File: config.mk
export PLATFORM = sky130hd
export DESIGN_NAME = dil_stream_sequencer
export DESIGN_NICKNAME = d
export VERILOG_FILES = /design/src/rtl/dil_seq_pkg.sv /design/src/rtl/dil_seq_prefetch.sv /design/src/rtl/dil_stream_sequencer.sv
export SDC_FILE = /design/constraint.sdc
export NUM_CORES = 2
export LEC_CHECK = 0
export CAP_MARGIN = 20
export CORE_AREA = 2 2 441 443
export DETAILED_ROUTE_END_ITERATION = 10
export DIE_AREA = 0 0 443 445
export PLACE_DENSITY = 0.53
export SLEW_MARGIN = 20
export SYNTH_ARGS = -nofsm -noshare
export SYNTH_HDL_FRONTEND = slang
export SYNTH_SLANG_ARGS = --single-unit
File: constraint.sdc
create_clock -name clk -period 7.78 [get_ports clk]
set_input_delay 1.167 -clock clk [delete_from_list [all_inputs] [get_ports clk]]
set_output_delay 1.167 -clock clk [all_outputs]
set_load 0.05 [all_outputs]
File: src/rtl/dil_seq_pkg.sv
// dil_seq_pkg: shared types and constants for the dilithium stream sequencer.
package dil_seq_pkg;
    localparam int SEQ_LEN_W = 12;
    typedef enum logic [2:0] {S_IDLE, S_DRST, S_START, S_SEG, S_LOAD, S_UNLOAD, S_DONE} seq_state_t;
    typedef struct packed {
        logic                 dir;
        logic [SEQ_LEN_W-1:0] len;
        logic [SEQ_LEN_W-1:0] base;
    } seg_desc_t;
    localparam logic DIR_IN  = 1'b0;
    localparam logic DIR_OUT = 1'b1;
    localparam logic [15:0] LFSR_SEED = 16'hACE1;
    // Fibonacci taps 16,14,13,11
    localparam logic [15:0] LFSR_TAPS = 16'hB400;
    function automatic logic [15:0] lfsr_next(input logic [15:0] s);
        return {s[14:0], ^(s & LFSR_TAPS)};
    endfunction
endpackage

File: src/rtl/dil_seq_prefetch.sv
// dil_seq_prefetch: RAM address generator feeding a 2-entry skid FIFO, with the
// in-flight RAM word bypassed to the head so the 1-cycle read latency is hidden.
module dil_seq_prefetch #(
    parameter int W     = 64,
    parameter int LEN_W = 12
) (
    input  logic             clk,
    input  logic             rst,
    input  logic             start_i,
    input  logic [LEN_W-1:0] base_i,
    input  logic [LEN_W-1:0] len_i,
    input  logic             pop_i,
    output logic [LEN_W-1:0] mem_addr_o,
    input  logic [W-1:0]     mem_rdata_i,
    output logic             valid_o,
    output logic [W-1:0]     data_o
);
    logic [LEN_W-1:0] addr_q, addr_d, rem_q, rem_d;
    logic             pend_q, pend_d;
    logic [1:0]       cnt_q, cnt_d;
    logic [W-1:0]     buf_q [2];
    logic             issue, push, pop_buf;
    logic [2:0]       after_pop;

    assign valid_o    = cnt_q != 2'd0 || pend_q;
    assign data_o     = cnt_q != 2'd0 ? buf_q[0] : mem_rdata_i;
    assign mem_addr_o = start_i ? base_i : addr_q;
    assign pop_buf    = pop_i && cnt_q != 2'd0;
    assign push       = pend_q && !(pop_i && cnt_q == 2'd0);
    // Only request another word if it is guaranteed a free slot when it lands.
    assign after_pop  = {1'b0, cnt_q} + {2'b0, pend_q} - {2'b0, pop_i};
    assign issue      = rem_q != '0 && after_pop <= 3'd1;

    always_comb begin
        addr_d = start_i ? base_i + LEN_W'(1) : issue ? addr_q + LEN_W'(1) : addr_q;
        rem_d  = start_i ? len_i - LEN_W'(1) : issue ? rem_q - LEN_W'(1) : rem_q;
        pend_d = start_i || issue;
        cnt_d  = cnt_q + 2'(push) - 2'(pop_buf);
    end

    always_ff @(posedge clk) begin
        if (rst) begin
            addr_q <= '0;
            rem_q  <= '0;
            pend_q <= 1'b0;
            cnt_q  <= '0;
        end else begin
            addr_q <= addr_d;
            rem_q  <= rem_d;
            pend_q <= pend_d;
            cnt_q  <= cnt_d;
        end
    end

    always_ff @(posedge clk) begin
        if (pop_buf) buf_q[0] <= buf_q[1];
        if (push) buf_q[cnt_q[0] ^ pop_buf] <= mem_rdata_i;
    end

`ifndef SYNTHESIS
    always_ff @(posedge clk)
        if (!rst && start_i && {1'b0, base_i} + {1'b0, len_i} > {1'b1, {LEN_W{1'b0}}})
            $warning("dil_seq_prefetch: segment at base %0d len %0d wraps the address space", base_i, len_i);
`endif
endmodule

File: src/rtl/dil_stream_sequencer.sv
// dil_stream_sequencer: table-driven load/unload sequencer for the dilithium word interface.
// Define DIL_STREAM_SEQ_STALL_EN to gate handshakes with a pseudo-random LFSR stall.
module dil_stream_sequencer
    import dil_seq_pkg::*;
#(
    parameter int W          = 64,
    parameter int MAX_SEGS   = 16,
    parameter int LEN_W      = SEQ_LEN_W,
    parameter int CYC_W      = 32,
    parameter int RST_CYCLES = 4
) (
    input  logic                        clk,
    input  logic                        rst,
    input  logic                        seg_we,
    input  logic [$clog2(MAX_SEGS)-1:0] seg_waddr,
    input  logic [2*LEN_W:0]            seg_wdata,
    input  logic [$clog2(MAX_SEGS):0]   num_segs,
    input  logic                        go,
    output logic [LEN_W-1:0]            mem_addr,
    input  logic [W-1:0]                mem_rdata,
    output logic                        dut_rst,
    output logic                        dut_start,
    output logic                        m_valid,
    input  logic                        m_ready,
    output logic [W-1:0]                m_data,
    input  logic                        s_valid,
    output logic                        s_ready,
    input  logic [W-1:0]                s_data,
    output logic                        busy,
    output logic                        done,
    output logic                        pass,
    output logic [LEN_W-1:0]            err_cnt,
    input  logic [$clog2(MAX_SEGS)-1:0] cyc_raddr,
    output logic [CYC_W-1:0]            cyc_rdata,
    output logic [CYC_W-1:0]            total_cyc
);
    localparam int IW = $clog2(MAX_SEGS);
    localparam int RW = $clog2(RST_CYCLES + 1);

    seq_state_t       state_q, state_d;
    seg_desc_t        tbl_q [MAX_SEGS];
    logic [CYC_W-1:0] cyc_q [MAX_SEGS];
    seg_desc_t        entry;
    logic [IW-1:0]    idx_q;
    logic [IW:0]      nseg_q;
    logic [LEN_W-1:0] left_q, err_q;
    logic [RW-1:0]    rcnt_q;
    logic [CYC_W-1:0] total_q;
    logic             pass_q, stall, last, xfer, seg_end, pf_start, pf_valid;
    logic [W-1:0]     pf_data;

`ifdef DIL_STREAM_SEQ_STALL_EN
    logic [15:0] lfsr_q;
    always_ff @(posedge clk) lfsr_q <= rst ? LFSR_SEED : lfsr_next(lfsr_q);
    assign stall = lfsr_q[0];
`else
    assign stall = 1'b0;
`endif

    assign entry    = tbl_q[idx_q];
    assign last     = {1'b0, idx_q} == nseg_q - (IW+1)'(1);
    assign xfer     = (m_valid && m_ready) || (s_valid && s_ready);
    assign seg_end  = xfer && left_q == LEN_W'(1);
    assign pf_start = state_q == S_SEG && entry.len != '0;

    dil_seq_prefetch #(.W(W), .LEN_W(LEN_W)) u_prefetch (
        .clk        (clk),
        .rst        (rst),
        .start_i    (pf_start),
        .base_i     (entry.base),
        .len_i      (entry.len),
        .pop_i      (xfer),
        .mem_addr_o (mem_addr),
        .mem_rdata_i(mem_rdata),
        .valid_o    (pf_valid),
        .data_o     (pf_data)
    );

    always_ff @(posedge clk) state_q <= rst ? S_IDLE : state_d;

    always_comb begin
        state_d = state_q;
        unique case (state_q)
            S_IDLE:           state_d = go ? S_DRST : S_IDLE;
            S_DRST:           state_d = rcnt_q == RW'(RST_CYCLES - 1) ? S_START : S_DRST;
            S_START:          state_d = nseg_q == '0 ? S_DONE : S_SEG;
            S_SEG:            state_d = entry.len == '0 ? (last ? S_DONE : S_SEG)
                                      : entry.dir == DIR_OUT ? S_UNLOAD : S_LOAD;
            S_LOAD, S_UNLOAD: state_d = seg_end ? (last ? S_DONE : S_SEG) : state_q;
            S_DONE:           state_d = S_IDLE;
            default:          state_d = S_IDLE;
        endcase
    end

    always_comb begin
        busy      = state_q != S_IDLE && state_q != S_DONE;
        done      = state_q == S_DONE;
        dut_rst   = state_q == S_DRST;
        dut_start = state_q == S_START;
        m_valid   = state_q == S_LOAD && pf_valid && !stall;
        s_ready   = state_q == S_UNLOAD && pf_valid && !stall;
        m_data    = state_q == S_LOAD && pf_valid ? pf_data : '0;
    end

    always_ff @(posedge clk) begin
        if (rst) begin
            idx_q   <= '0;
            nseg_q  <= '0;
            left_q  <= '0;
            rcnt_q  <= '0;
            total_q <= '0;
            err_q   <= '0;
            pass_q  <= 1'b1;
            for (int i = 0; i < MAX_SEGS; i++) begin
                tbl_q[i] <= '0;
                cyc_q[i] <= '0;
            end
        end else begin
            if (seg_we && state_q == S_IDLE) tbl_q[seg_waddr] <= seg_wdata;
            if (go && state_q == S_IDLE) begin
                nseg_q <= num_segs > (IW+1)'(MAX_SEGS) ? (IW+1)'(MAX_SEGS) : num_segs;
                idx_q  <= '0;
                err_q  <= '0;
                pass_q <= 1'b1;
                for (int i = 0; i < MAX_SEGS; i++) cyc_q[i] <= '0;
            end
            rcnt_q <= state_q == S_DRST ? rcnt_q + RW'(1) : '0;
            if (state_q == S_START) total_q <= '0;
            if (state_q inside {S_SEG, S_LOAD, S_UNLOAD}) begin
                total_q      <= total_q + CYC_W'(1);
                cyc_q[idx_q] <= state_q == S_SEG ? CYC_W'(1) : cyc_q[idx_q] + CYC_W'(1);
            end
            if (state_q == S_SEG) left_q <= entry.len;
            if (xfer) left_q <= left_q - LEN_W'(1);
            if ((state_q == S_SEG && entry.len == '0) || seg_end) idx_q <= idx_q + IW'(1);
            // Unloaded words are checked against the prefetched expected word.
            if (s_valid && s_ready && s_data != pf_data) begin
                err_q  <= &err_q ? err_q : err_q + LEN_W'(1);
                pass_q <= 1'b0;
            end
        end
    end

    assign cyc_rdata = cyc_q[cyc_raddr];
    assign total_cyc = total_q;
    assign err_cnt   = err_q;
    assign pass      = pass_q;
endmodule

==> flow_summary.json <==
{
  "outcome": "finished, final reports clean",
  "cts_htree_levels": 4,
  "worst_slew_pin_slew_ns": 1.12,
  "syn_nets": 4328,
  "synth_cell_type_count": 90,
  "areaGrowthSynthToFinish_pct": 17.5,
  "fin_ws_ns": 1.10,
  "drc_errors": 0,
  "holdCritStartpoint": "rcnt_q[0]",
  "yosysTopAreaCellShare_pct": 54.3,
  "num-nets-final": 4569,
  "hpwlAfterDp_microns": 110000,
  "clockPowerShare_pct": 37.6,
  "track_usage_pct": 18.7,
  "synth.most_common_cell": "edfxtp_1",
  "totalPowerFinal_mw": 16.3,
  "p_switching_mw": 4.48,
  "fin_crit_ns": 6.68,
  "grt_pass1_vias": 37300,
  "dr_total_vias": 37200,
  "setup_viol": 0,
  "critical_path_class": "flip-flop to output pin",
  "routed_via_density": 5.30,
  "ctsResizeCount": 0,
  "wl_per_cell_microns": 26.8,
  "clk_latency_ns": 0.79,
  "synth_edf_count": 1040,
  "end_kind": "output pin",
  "synth_top_cell_by_area": "edfxtp_1",
  "ff2ff_path_depth": 10,
  "synth_area_per_cell_sq_um": 13.9,
  "async_flop_share_pct": 0,
  "final_area_sq_um": 67500,
  "coreArea_sq_um": 192000,
  "globalplace.congestion": 0.821,
  "regToRegEndpoint": "cyc_q[0][30]",
  "rrSetupSlack_ns": 2.25,
  "tns_ns": 0,
  "fin_worst_skew_ns": 0.0253,
  "syn_inst": 4135,
  "min_to": "rcnt_q[0]",
  "preCtsSetupSlack_ns": 1.92,
  "final-hold-violation-count": 0,
  "max-cap-violations": 0,
  "ys_ff_latch": 1143,
  "rows": 161,
  "min_path_type": "flip-flop to flip-flop",
  "num-fill-cells": 18500,
  "p_leak_nw": 22.8,
  "cp_max_fo": 47,
  "final_max_slew_viol_count": 0,
  "grt_max_degree": 88,
  "pwr-share-seq_pct": 46.3,
  "overflow": 0,
  "die_x_microns": 443,
  "p_int_mw": 11.8,
  "switching_share_pct": 27.5,
  "hold_buffers": 0,
  "netlist_area_sq_um": 57500,
  "post_cts_buffers": 0,
  "synthTopCellsByArea": "edfxtp_1, mux4_2, and2_1",
  "rsz0062_at_grt": "false",
  "cts.sinks": 1143,
  "numCtsBuffers": 132,
  "grt_pass1_wl_microns": 269000,
  "startpoint_type": "flip-flop",
  "final_util_pct": 35.2,
  "cts.path.max_buffers": 3,
  "hold-worst-slack_ns": 0.433,
  "start_util_pct": 29.9,
  "cp.arrival_ns": 5.51,
  "drt_first_iter_violations": 3454,
  "layout-drive-gt1-share_pct": 21.5,
  "cp_data_required_time_ns": 6.61,
  "ys_seq_area_share_pct": 57.9,
  "max_slew_margin_pct": 25.4,
  "detail-route-antenna-nets": 0,
  "pwr-share-comb_pct": 16.2,
  "dr.pass1.iters": 6,
  "clk_pin_slew_ns": 0.06,
  "post-route-period-util_pct": 85.8,
  "synth-main-ff-cell": "edfxtp_1",
  "fmax_mhz": 150,
  "synthTopCellsByCount": "edfxtp_1, nor2_1, and2_1",
  "antenna_found_initial": 14,
  "root_buffer": "clkbuf_16",
  "worst_ir_drop_vdd_v": 0.000203,
  "hold_depth": 1,
  "dp_cells": 6768,
  "powerDensity_nw_per_um2": 241,
  "yosysWarnings": 0,
  "placed_cell_area_sq_um": 63300,
  "portBuffers": 330,
  "wirelength_microns": 188000,
  "dieArea_sq_um": 197000,
  "cts_tree": "yes",
  "dieHeight_microns": 445,
  "final_cells": 7013,
  "io_pins": 331
}
==> critical path, stage by stage, from the launching register on <==
cell             delay [ns]
dfxtp_4                1.00
buf_4                  0.38
mux4_2                 0.52
a22oi_1                0.23
nand2_1                0.20
nor2_1                 0.28
and4_1                 0.64
nor2_2                 0.28
mux2_1                 0.41
clkdlybuf4s50_1        0.71
==> metal layers <==
layer  global-route usage, %  vias up  wire (microns)
li1                        -    16200               -
met1                    23.0    19200           74300
met2                    32.6     1406           95500
met3                    3.63      289           12200
met4                    6.67        8            6130
met5                       0        -              68
==> flip-flops by register name, indices dropped and copies added (netlist names), named ones only <==
signal             count
u_prefetch.rem_q      12
u_prefetch.cnt_q       2
idx_q                  4
cyc_q                512
u_prefetch.addr_q     12
pass                   1
left_q                12
total_cyc             32
u_prefetch.buf_q     128
tbl_q                400
u_prefetch.pend_q      1
rcnt_q                 3
err_cnt               12
state_q                3
nseg_q                 5
==> worst max-delay path by stage <==
stage	start	to	depth (start not counted)
CTS	flip-flop	mem_addr[0]	9
global placement	flip-flop	mem_addr[0]	9
detailed placement	flip-flop	mem_addr[0]	8
floorplan	u_prefetch.cnt_q[0]	u_prefetch.cnt_q[1]	15
finish	flip-flop	mem_addr[0]	9
global route	flip-flop	mem_addr[0]	9
==> power groups by stage <==
stage / clock [mW] / combinational, mW / sequential [mW]
after global placement: 0 / 2.61 / 7.63
final: 6.12 / 2.63 / 7.52
after floorplan: 0 / 1.83 / 7.51
after detailed placement: 0 / 2.64 / 7.65
after global routing: 6.48 / 2.85 / 7.58
after CTS: 6.24 / 2.66 / 7.53
==> cell families after synthesis <==
logic type | after synthesis | synth area share, %
buffers and inverters | 355 | 3.02
DFF | 1143 | 57.9
muxes | 521 | 18.6
AOI/OAI and AO/OA | 449 | 4.59
and+or+nand+nor | 1589 | 14.4
adders and majority gates | 21 | 0.470
xor gates and xnor gates | 57 | 1.01
==> cells in the final DEF (no fill, tap or decap), drive strengths merged, types with 30 or more instances in the layout <==
cell type	instances
or3b	61
dfxtp	103
clkdlybuf4s50	325
a21oi	182
clkinv	52
nand3	57
mux4	427
edfxtp	1040
nor4	42
o21ai	130
and3	74
nor2	613
buf	103
nand2	165
inv	36
nand4	30
and2	415
mux2	74
clkbuf	178
==> layout make-up <==
cell class / instances / area, sq um / share of cell area, %
Clock buffer: 177 / 3630 / 5.37
Inverter: 33 / 126 / 0.187
Sequential cell: 1143 / 33300 / 49.3
Clock inverter: 62 / 544 / 0.806
Antenna cell: 6 / 15.0 / 0.0222
Tap cell: 2526 / 3160 / 4.68
Multi-Input combinational cell: 2637 / 22700 / 33.6
Timing Repair Buffer: 429 / 4090 / 6.05
(Power assumes the default switching activity.)
